`config.mk`:
```
export PLATFORM = sky130hd
export DESIGN_NAME = latch_edge_monitor
export DESIGN_NICKNAME = d
export VERILOG_FILES = /design/src/rtl/latch_edge_monitor.sv
export SDC_FILE = /design/constraint.sdc
export NUM_CORES = 1
export LEC_CHECK = 0
export CORE_ASPECT_RATIO = 0.75
export CORE_MARGIN = 2
export CORE_UTILIZATION = 45
export DETAILED_ROUTE_END_ITERATION = 6
export PLACE_DENSITY = 0.72
export SETUP_SLACK_MARGIN = 0.2
export SYNTH_ARGS = -nofsm -noshare
export SYNTH_HDL_FRONTEND = slang
export SYNTH_SLANG_ARGS = --single-unit
```
`constraint.sdc`:
```
create_clock -name clk_in -period 3 [get_ports clk_in]
set_input_delay 0.3 -clock clk_in [delete_from_list [all_inputs] [get_ports clk_in]]
set_output_delay 0.3 -clock clk_in [all_outputs]
set_load 0.03 [all_outputs]
```
`src/rtl/latch_edge_monitor.sv`:
```
// Synchronises a D-latch (q, q') pair, tracks its level and counts accepted edges.
// Optional LATCH_MON_GLITCH_FILTER_EN: a level change must persist 3 synced cycles.
module latch_edge_monitor #(
  parameter int SYNC_STAGES = 2,
  parameter int CNT_W       = 8,
  parameter int ERR_CYCLES  = 2
) (
  input  logic             clk_in,
  input  logic             rst_in,
  input  logic             q_in,
  input  logic             q_comp_in,
  input  logic             clr_in,
  output logic             level_out,
  output logic             rise_out,
  output logic             fall_out,
  output logic [CNT_W-1:0] rise_cnt_out,
  output logic [CNT_W-1:0] fall_cnt_out,
  output logic             sat_out,
  output logic             fault_out
);

  typedef enum logic [1:0] {
    ST_UNKNOWN = 2'd0,
    ST_LOW     = 2'd1,
    ST_HIGH    = 2'd2,
    ST_FAULT   = 2'd3
  } state_t;

  localparam int                WARM_W    = $clog2(SYNC_STAGES + 1);
  localparam logic [WARM_W-1:0] WARM_DONE = WARM_W'(SYNC_STAGES);
  localparam logic [3:0]        ERR_LIM   = 4'(ERR_CYCLES);
  localparam logic [CNT_W-1:0]  CNT_MAX   = {CNT_W{1'b1}};

  logic [SYNC_STAGES-1:0] r_q_sync, r_qc_sync;
  state_t                 r_state, w_state_nxt;
  logic [WARM_W-1:0]      r_warm, w_warm_nxt;
  logic [3:0]             r_mis, w_mis_nxt;
  logic [CNT_W-1:0]       r_rise_cnt, r_fall_cnt;
  logic [CNT_W-1:0]       w_rise_base, w_fall_base, w_rise_cnt_nxt, w_fall_cnt_nxt;
  logic                   r_level, r_rise, r_fall, r_sat, r_fault;
  logic                   w_qs, w_valid, w_opp, w_accept, w_rise, w_fall;
`ifdef LATCH_MON_GLITCH_FILTER_EN
  logic [1:0]             r_pend, w_pend_nxt;
`endif

  assign w_qs    = r_q_sync[SYNC_STAGES-1];
  assign w_valid = r_q_sync[SYNC_STAGES-1] ^ r_qc_sync[SYNC_STAGES-1];
  // A valid pair at the level opposite to the one currently tracked.
  assign w_opp   = ((r_state == ST_LOW) & w_qs) | ((r_state == ST_HIGH) & ~w_qs);
`ifdef LATCH_MON_GLITCH_FILTER_EN
  assign w_accept = w_opp & (r_pend == 2'd2);
`else
  assign w_accept = w_opp;
`endif

  always_ff @(posedge clk_in) begin
    if (rst_in) begin
      r_q_sync  <= '0;
      r_qc_sync <= '0;
    end else begin
      r_q_sync  <= {r_q_sync[SYNC_STAGES-2:0], q_in};
      r_qc_sync <= {r_qc_sync[SYNC_STAGES-2:0], q_comp_in};
    end
  end

  always_ff @(posedge clk_in) begin
    if (rst_in) begin
      r_state <= ST_UNKNOWN;
      r_warm  <= '0;
      r_mis   <= 4'd0;
`ifdef LATCH_MON_GLITCH_FILTER_EN
      r_pend  <= 2'd0;
`endif
    end else begin
      r_state <= w_state_nxt;
      r_warm  <= w_warm_nxt;
      r_mis   <= w_mis_nxt;
`ifdef LATCH_MON_GLITCH_FILTER_EN
      r_pend  <= w_pend_nxt;
`endif
    end
  end

  always_comb begin
    w_state_nxt = r_state;
    w_warm_nxt  = r_warm;
    w_mis_nxt   = r_mis;
    w_rise      = 1'b0;
    w_fall      = 1'b0;
`ifdef LATCH_MON_GLITCH_FILTER_EN
    w_pend_nxt  = r_pend;
`endif
    if (r_warm != WARM_DONE) begin
      // Synchroniser still holds reset zeros; the pair is meaningless.
      w_warm_nxt = r_warm + WARM_W'(1);
    end else if (!w_valid) begin
`ifdef LATCH_MON_GLITCH_FILTER_EN
      w_pend_nxt = 2'd0;
`endif
      if (r_state != ST_FAULT) begin
        w_mis_nxt = r_mis + 4'd1;
        if (w_mis_nxt >= ERR_LIM) begin
          w_state_nxt = ST_FAULT;
        end else begin
          w_state_nxt = r_state;
        end
      end else begin
        w_mis_nxt = r_mis;
      end
    end else begin
      w_mis_nxt = 4'd0;
      case (r_state)
        ST_LOW, ST_HIGH: begin
          if (w_accept) begin
            w_state_nxt = w_qs ? ST_HIGH : ST_LOW;
            w_rise      = w_qs;
            w_fall      = ~w_qs;
          end else begin
            w_state_nxt = r_state;
          end
`ifdef LATCH_MON_GLITCH_FILTER_EN
          w_pend_nxt = (w_accept || !w_opp) ? 2'd0 : r_pend + 2'd1;
`endif
        end
        default: begin
          w_state_nxt = w_qs ? ST_HIGH : ST_LOW;
`ifdef LATCH_MON_GLITCH_FILTER_EN
          w_pend_nxt  = 2'd0;
`endif
        end
      endcase
    end
  end

  // Clear applies first so an edge in the same cycle lands on a zeroed counter.
  always_comb begin
    w_rise_base    = clr_in ? '0 : r_rise_cnt;
    w_fall_base    = clr_in ? '0 : r_fall_cnt;
    w_rise_cnt_nxt = (w_rise && (w_rise_base != CNT_MAX)) ? w_rise_base + CNT_W'(1) : w_rise_base;
    w_fall_cnt_nxt = (w_fall && (w_fall_base != CNT_MAX)) ? w_fall_base + CNT_W'(1) : w_fall_base;
  end

  always_ff @(posedge clk_in) begin
    if (rst_in) begin
      r_rise_cnt <= '0;
      r_fall_cnt <= '0;
      r_sat      <= 1'b0;
      r_level    <= 1'b0;
      r_rise     <= 1'b0;
      r_fall     <= 1'b0;
      r_fault    <= 1'b0;
    end else begin
      r_rise_cnt <= w_rise_cnt_nxt;
      r_fall_cnt <= w_fall_cnt_nxt;
      r_sat      <= (clr_in ? 1'b0 : r_sat) | (w_rise_cnt_nxt == CNT_MAX) | (w_fall_cnt_nxt == CNT_MAX);
      r_level    <= (w_state_nxt == ST_HIGH);
      r_rise     <= w_rise;
      r_fall     <= w_fall;
      r_fault    <= (w_state_nxt == ST_FAULT);
    end
  end

  assign level_out    = r_level;
  assign rise_out     = r_rise;
  assign fall_out     = r_fall;
  assign rise_cnt_out = r_rise_cnt;
  assign fall_cnt_out = r_fall_cnt;
  assign sat_out      = r_sat;
  assign fault_out    = r_fault;

endmodule

```
==> results of run 1 <==
[stage by stage]
stage,std cells,cell area [µm²]
finish,305,2270
global route,305,2270
CTS,305,2270
detailed placement,297,2190
global placement,297,2190
floorplan,222,1890
[metal layers]
| layer | vias to the layer above | GRT usage |
|---|---|---|
| li1 | 822 | - |
| met1 | 737 | 0.261 |
| met2 | 54 | 0.234 |
| met3 | 2 | 0.0453 |
| met4 | 0 | 0.0376 |
| met5 | - | 0 |
[worst register-to-register path, stage by stage, from the launching register on]
cell	delay, ns
dfxtp_1	0.32
inv_1	0.05
ha_1	0.44
nand4b_4	0.19
or2_4	0.30
nor4_4	0.30
mux2_4	0.33
nor4bb_1	0.30
a211o_1	0.13
[how the worst max path moves through the flow]
stage	to	cells past startpoint
floorplan	sat_out$_SDFF_PP0_	11
global placement	sat_out$_SDFF_PP0_	9
detailed placement	sat_out$_SDFF_PP0_	9
CTS	sat_out$_SDFF_PP0_	8
global route	sat_out$_SDFF_PP0_	10
finish	sat_out$_SDFF_PP0_	8
[cells in the mapped netlist (2+ instances only)]
cell type   n
nor2_1     30
a21oi_1    14
inv_1       9
ha_1        8
and4b_1     3
a211o_1     2
xor2_1      6
nor4_1      3
clkbuf_1    6
nand4_1     2
nor2b_1    14
a211oi_1    2
mux2i_1     3
nand3_1    12
nand4b_4    3
xnor2_1     6
o21ai_0     4
nor3_1      7
dfxtp_1    33
nand2b_1    4
nor3b_1     4
nand2_1    19
[cells by family (layout without fill, tap and decap cells)]
group,count (synthesis),count (layout)
simple gates,113,113
xor+xnor,12,12
compound gates,33,33
buf+inv,18,46
fa+ha+maj,8,8
flops,33,33
mux,5,5
[state kept, by name, indices dropped and copies added, names as in the netlist]
name and cells:
fall_cnt_out 8, rise_cnt_out 8, r_mis 4, r_q_sync 2, r_qc_sync 2, r_state 2, r_warm 2, fall_out 1
fault_out 1, level_out 1, rise_out 1, sat_out 1
[cell usage in the layout (no fill, tap or decap), types with 3 or more instances in the layout]
cell type / synthesis / routed
nand3_1: 12 / 12
and4b_1: 3 / 3
dfxtp_1: 33 / 33
a21oi_1: 14 / 14
ha_1: 8 / 8
nand2b_1: 4 / 4
nor2_1: 30 / 30
nor2b_1: 14 / 14
o21ai_0: 4 / 4
xor2_1: 6 / 6
clkbuf_8: 0 / 5
mux2i_1: 3 / 3
nand2_1: 19 / 19
nor4_1: 3 / 3
nor3_1: 7 / 7
inv_1: 9 / 9
buf_4: 1 / 4
xnor2_1: 6 / 6
nand4b_4: 3 / 3
clkdlybuf4s50_1: 0 / 25
nor3b_1: 4 / 4
[power by group through the flow]
stage	Clock (mW)	Combinational [mW]	Sequential, mW
after floorplan	0	0.143	0.498
after global placement	0	0.176	0.495
after detailed placement	0	0.178	0.496
after CTS	0.331	0.178	0.486
after global routing	0.357	0.206	0.490
final	0.321	0.177	0.486
[final cells by class]
type / instances / area (µm²) / area share
Tap cell: 55 / 68.8 / 0.0303
Timing Repair Buffer: 29 / 280 / 0.123
Sequential cell: 33 / 661 / 0.291
Multi-Input combinational cell: 171 / 1150 / 0.505
Inverter: 9 / 33.8 / 0.0149
Clock inverter: 2 / 10.0 / 0.00440
Clock buffer: 6 / 72.6 / 0.0319
==> run metrics, run 1 <==
Cell Rows=20; Synth Flop Type=dfxtp_1; Synth Instances=222; final hold viol count=0; CTS buffer count=5; share of layout cells above drive strength 1=0.0960; Iteration-0 DRC Markers=99; Sw Pwr=289 µW; number of top-level pins=26; R2R setup slack=0.58 ns; routed wl met3=254 µm; Slew headroom=0.642; hold path startpoint=r_qc_sync[0]$_SDFF_PP0_; vias in the first global route=1292; Syn Area/Cell=8.50 µm²; CTS sink count=33; CP Class=reg -> reg; final setup margin=0.584 ns; Post-synth ARST share=0; largest cells by area after synthesis=dfxtp_1, nor2_1, ha_1, nor2b_1, nand2_1; crit-path max FO=11; total power=984 µW; 1st-pass router iterations=4; Max Cap Viol=0; class of the worst hold path=reg -> reg; most area-hungry cell type in the Yosys netlist=dfxtp_1; number of enable flip-flop cells after synthesis=0; largest family of logic cells by synthesized area=simple AND/OR/NAND/NOR gates; synth warn=0; total setup buffers inserted after CTS=0; routed vias/inst=5.30; highest metal layer with signal wires=met4; syn_nets=235; P_int=695 µW; CTS tree=yes; Pwr Density=433 mW/mm²; Die Ht=60.1 µm; Congestion Overflow GR=0; CP Cell Sequence=inv_1 > ha_1 > nand4b_4 > or2_4 > nor4_4 > mux2_4 > nor4bb_1 > a211o_1; Pins Over Slew Limit=0; hold slack=0.435 ns; minimum clock period=2.42 ns; WL met2=1560 µm; WL/cell=12.4 µm; Arr. time, crit path=2.64 ns; Clock Skew=0.00631 ns; worst-margin pin slew=0.536 ns; status=finished, final reports clean; via count=1615; mux cell area share after synthesis=0.0298; Worst VDD drop=0.424 mV; slowest CP cell=ha_1; Die Area=0.00473 mm²; xor and xnor area share after synthesis=0.0557; Gate power share=0.180; Seq pwr share=0.494; Tot GR Track Use=0.170; Seq cells post-synth=33; # diodes=0; Yosys cell types=50; met1 WL=1960 µm; Final Util=0.564; CTS root buf=clkbuf_8; worst r2r src=r_warm[0]$_SDFFE_PP0P_; Routed Antenna Nets=0; Hold Path Sink=r_qc_sync[1]$_SDFF_PP0_; die width=78.8 µm; PortBufs=25; core area=0.00403 mm²; Final setup violation count=0; clk slew on worst S/H paths=0.07 ns; number of buffers and inverters on the critical path=1; P_leak=0.944 nW; crit start category=flip-flop; Total Wirelength=3790 µm; initial antenna violation count=0; Worst Setup SP=r_warm[0]$_SDFFE_PP0P_; global-route wire length before repair=6300 µm; Worst setup EP type=flip-flop; Clk pwr share=0.326; r2r endpoint=sat_out$_SDFF_PP0_; Crit path max-delay family=simple AND/OR/NAND/NOR gates; compound-cell area share of the yosys netlist=0.116; CTS resizes=0; final HPWL from detailed placement=2750 µm; Fin Setup TNS=0 ns; Post-Synthesis Cell Area=0.00189 mm²; DRC viols=0; Post-Synth Adder-Cell Area=0.0531; nets=262; Max clock buf depth=2; largest net degree at the start of global routing=21; sequential cell area fraction in the yosys report=0.350; worst skew pair latency=0.28 ns; Sw Share=0.294; RePlAce Congestion=0.849; htree depth=2; Post-Synth Simple-Gate Area=0.353; Fillers=381; max frequency=414 MHz; final worst path period share=0.805; RSZ-0062 raised after global routing=false; area delta synth->final=20.5%; Hold Path Stages=1; CP peak stage delay=0.44 ns; Starting Density=0.468; Place WS=0.302 ns; Hold-fix buffers, CTS=0; top cell type's share of synthesized area=0.350; R2R depth=8; Req. time, crit path=3.23 ns
Note: power is estimated with default switching activity, not from simulation.
==> run 2: changes to the inputs <==
clock period = 2.4 ns   (was 3 ns; I/O delays follow)
==> run metrics, run 2 (synthesis gave the netlist of run 1 again) <==
Arr. time, crit path=2.35 ns; global-route wire length before repair=6640 µm; Slew headroom=0.703; via count=1662; share of layout cells above drive strength 1=0.167; DRC viols=0; class of the worst hold path=reg -> reg; Worst VDD drop=0.404 mV; final hold viol count=0; minimum clock period=2.12 ns; R2R depth=8; Final setup violation count=0; largest net degree at the start of global routing=17; status=finished, final reports clean; Placed Area=0.00230 mm²; Cell Rows=20; final HPWL from detailed placement=2880 µm; RSZ-0062 raised after global routing=false; final worst path period share=0.882; CP peak stage delay=0.34 ns; Non-Filler Instances=319; R2R setup slack=0.28 ns; hold slack=0.446 ns; PortBufs=25; CTS root buf=clkbuf_8; Final Util=0.610; register area=663 µm²; worst-margin pin slew=0.441 ns; max frequency=472 MHz; number of top-level pins=26; Iteration-0 DRC Markers=100; CTS sink count=33; initial antenna violation count=0; htree depth=2; Req. time, crit path=2.63 ns; Fillers=344; Die Area=0.00473 mm²; routed vias/inst=5.21; die width=78.8 µm; Design Area, Final=0.00246 mm²; Congestion Overflow GR=0; Worst setup EP type=flip-flop; nets=276; Fin Setup TNS=0 ns; clk slew on worst S/H paths=0.07 ns; P_leak=1.04 nW; CP Cell Sequence=inv_1 > ha_1 > nand4b_4 > or2_4 > nor4_4 > mux2_4 > nor4bb_2 > a211o_1; CTS tree=yes; Max Cap Viol=0; Die Ht=60.1 µm; Max clock buf depth=2; Clock Skew=0.00780 ns; crit start category=flip-flop; vias in the first global route=1429; CP Class=reg -> reg; Place WS=-0.0968 ns; Tot GR Track Use=0.181; Pins Over Slew Limit=0; Hold Path Stages=1; area delta synth->final=30.2%; crit-path max FO=5; CTS buffer count=5; Total Wirelength=4040 µm; Hold-fix buffers, CTS=0; # diodes=0; placed insts=310; total power=1.42 mW; final setup margin=0.283 ns; most common cell after layout, fill and taps aside=dfxtp_1; 1st-pass router iterations=4; Routed Antenna Nets=0; multi-input logic area=0.00119 mm²; WL/cell=12.7 µm; RePlAce Congestion=0.868; Pwr Density=579 mW/mm²; core area=0.00403 mm²; worst skew pair latency=0.28 ns; most frequent cells in the layout=dfxtp_1, nor2_1, clkdlybuf4s50_1, nand2_1, buf_4; Starting Density=0.468; slowest CP cell=dfxtp_1
==> run 2: cell types whose count changed in the layout (fill, tap and decap cells not counted), sizes merged <==
cell	previous run	this run
clkdlybuf4s50	25	24
clkbuf	6	7
dlygate4sd2	0	1
bufinv	0	1
clkinv	2	0
buf	4	18
==> run 2: worst paths after layout <==
path / end / start
worst max-delay path: sat_out$_SDFF_PP0_ / r_state[0]$_SDFF_PP0_
worst min-delay path: r_qc_sync[1]$_SDFF_PP0_ / r_qc_sync[0]$_SDFF_PP0_
worst max register to register: sat_out$_SDFF_PP0_ / r_state[0]$_SDFF_PP0_
worst min register to register: r_qc_sync[1]$_SDFF_PP0_ / r_qc_sync[0]$_SDFF_PP0_
==> run 2: what timing repair did <==
action,CTS,global route
pin swaps,0,5
cloned,0,0
hold endpoints to repair,0,0
gates resized for setup,4,5
buffers inserted,0,1
setup endpoints to repair,1,1
==> run 2: layout make-up <==
type,instances,share of cell area
repair buffers,43,0.158
well taps,55,0.0280
clock buffers,7,0.0351
clock inverters,1,0.0122
flip-flops and latches,33,0.270
inverters,9,0.0137
multi-input cells,171,0.483
==> run 2: layer usage <==
layer | part of all wire | wire [µm] | GRT usage
met1 | 0.50 | 2030 | 0.255
met2 | 0.45 | 1820 | 0.280
met3 | 0.035 | 143 | 0.0408
met4 | 0.011 | 43 | 0.0526
met5 | 0 | 0 | 0
==> run 2: report_power, final <==
part           internal (mW)  switching [mW]  total (mW)
Sequential             0.582          0.0295       0.612
Clock                  0.339           0.208       0.546
Combinational          0.116           0.149       0.265
==> run 2: worst max-delay path: cells and delay by family, from the launching register on <==
family                   cells  cell delay, ns
flip-flops                   1            0.34
multiplexers                 1            0.34
adder cells (fa/ha/maj)      1            0.20
buffers and inverters        1            0.07
AND/OR/NAND/NOR              4            1.00
AO/OA/AOI/OAI                1            0.13
==> run 3: changes to the inputs <==
CORE_MARGIN = 3   (was 2)
==> run metrics, run 3 (synthesis gave the netlist of run 1 again) <==
final hold viol count=0; Hold Path Sink=r_q_sync[1]$_SDFF_PP0_; Sw Pwr=382 µW; number of top-level pins=26; crit-path max FO=4; WL/cell=12.9 µm; nets=274; htree depth=2; R2R depth=8; worst-margin pin slew=0.468 ns; Final setup violation count=0; crit start category=flip-flop; DRC viols=0; share of layout cells above drive strength 1=0.164; Clk pwr share=0.384; Cell Rows=19; hold slack=0.446 ns; worst skew pair latency=0.28 ns; R2R setup slack=0.31 ns; area delta synth->final=29.0%; final HPWL from detailed placement=2830 µm; Die Ht=62.1 µm; worst r2r src=r_warm[0]$_SDFFE_PP0P_; global-route wire length before repair=6750 µm; P_leak=1.02 nW; 1st-pass router iterations=5; RSZ-0062 raised after global routing=false; Clock Skew=0.00758 ns; Worst setup EP type=flip-flop; CTS buffer count=5; hold path startpoint=r_q_sync[0]$_SDFF_PP0_; minimum clock period=2.09 ns; # diodes=0; r2r endpoint=sat_out$_SDFF_PP0_; P_int=1.03 mW; Hold Path Stages=1; CTS sink count=33; largest net degree at the start of global routing=30; Starting Density=0.490; Req. time, crit path=2.64 ns; Worst VDD drop=0.463 mV; initial antenna violation count=0; max frequency=479 MHz; clk slew on worst S/H paths=0.07 ns; Seq pwr share=0.432; class of the worst hold path=reg -> reg; CTS tree=yes; Pwr Density=581 mW/mm²; Die Area=0.00501 mm²; Pins Over Slew Limit=0; Arr. time, crit path=2.32 ns; total power=1.41 mW; most frequent cells in the layout=dfxtp_1, nor2_1, clkdlybuf4s50_1, nand2_1, buf_4; die width=80.8 µm; met1 WL=2130 µm; WL met2=1650 µm; Congestion Overflow GR=0; core area=0.00385 mm²; Total Wirelength=4070 µm; Max clock buf depth=2; Max Cap Viol=0; Gate power share=0.183; Iteration-0 DRC Markers=97; CP Class=reg -> reg; Worst Setup SP=r_warm[0]$_SDFFE_PP0P_; status=finished, final reports clean; Tot GR Track Use=0.178; Sw Share=0.270; Slew headroom=0.685; final worst path period share=0.870; via count=1651; RePlAce Congestion=0.839; routed wl met3=253 µm; routed vias/inst=5.26; CTS root buf=clkbuf_8; vias in the first global route=1421; most common cell after layout, fill and taps aside=dfxtp_1; Routed Antenna Nets=0; highest metal layer with signal wires=met4; PortBufs=25
==> run 3: final cells by class <==
class	instances	area, µm²
fillers	346	1420
repair buffers	41	373
multi-input cells	171	1180
inverters	9	33.8
clock inverters	1	30.0
clock buffers	7	86.3
well taps	52	65.1
flip-flops and latches	33	662
==> run 3: metrics by stage <==
stage,setup WS (ns),instances,util,cell area (µm²),TNS (ns)
2_1_floorplan,0.202,222,-,1900,0
5_1_grt,0.203,314,0.632,2430,0
3_3_place_gp,-0.0504,304,0.590,2270,-0.0504
3_5_place_dp,-0.135,304,0.590,2270,-0.135
4_1_cts,0.202,312,0.622,2390,0
6_report,0.313,314,0.632,2430,0
==> run 3: power groups by stage <==
stage,Combinational [mW],Clock (mW),Sequential [mW]
after global placement,0.236,0,0.620
after floorplan,0.179,0,0.622
after detailed placement,0.240,0,0.620
after CTS,0.242,0.559,0.607
after global routing,0.295,0.577,0.616
final,0.259,0.543,0.612
==> run 3: critical path, cell delays in order (launching register included) <==
cell and delay, ns:
dfxtp_1 0.32, inv_1 0.09, ha_4 0.18, nand4b_4 0.14, or2_4 0.31, nor4_4 0.29
mux2_4 0.34, nor4bb_2 0.26, a211o_1 0.12
==> run 3: worst max-delay path by stage <==
stage | endpoint | slack (ns) | cells past startpoint
after floorplan | sat_out$_SDFF_PP0_ | 0.20 | 9
after global placement | sat_out$_SDFF_PP0_ | -0.05 | 9
after detailed placement | sat_out$_SDFF_PP0_ | -0.13 | 9
after CTS | sat_out$_SDFF_PP0_ | 0.20 | 8
after global routing | sat_out$_SDFF_PP0_ | 0.20 | 9
final | sat_out$_SDFF_PP0_ | 0.31 | 8
==> run 3: routing by layer <==
metal  vias up  global-route usage
met3         2              0.0504
met5         -                   0
met4         0              0.0651
met2        53               0.255
met1       745               0.255
li1        851                   -
==> run 3: repair_timing <==
| item | 4_1_cts | 5_1_grt |
|---|---|---|
| pin swaps | 0 | 3 |
| hold buffers | 0 | 0 |
| gates resized for setup | 3 | 5 |
| setup buffers | 0 | 2 |
| setup endpoints to repair | 1 | 1 |
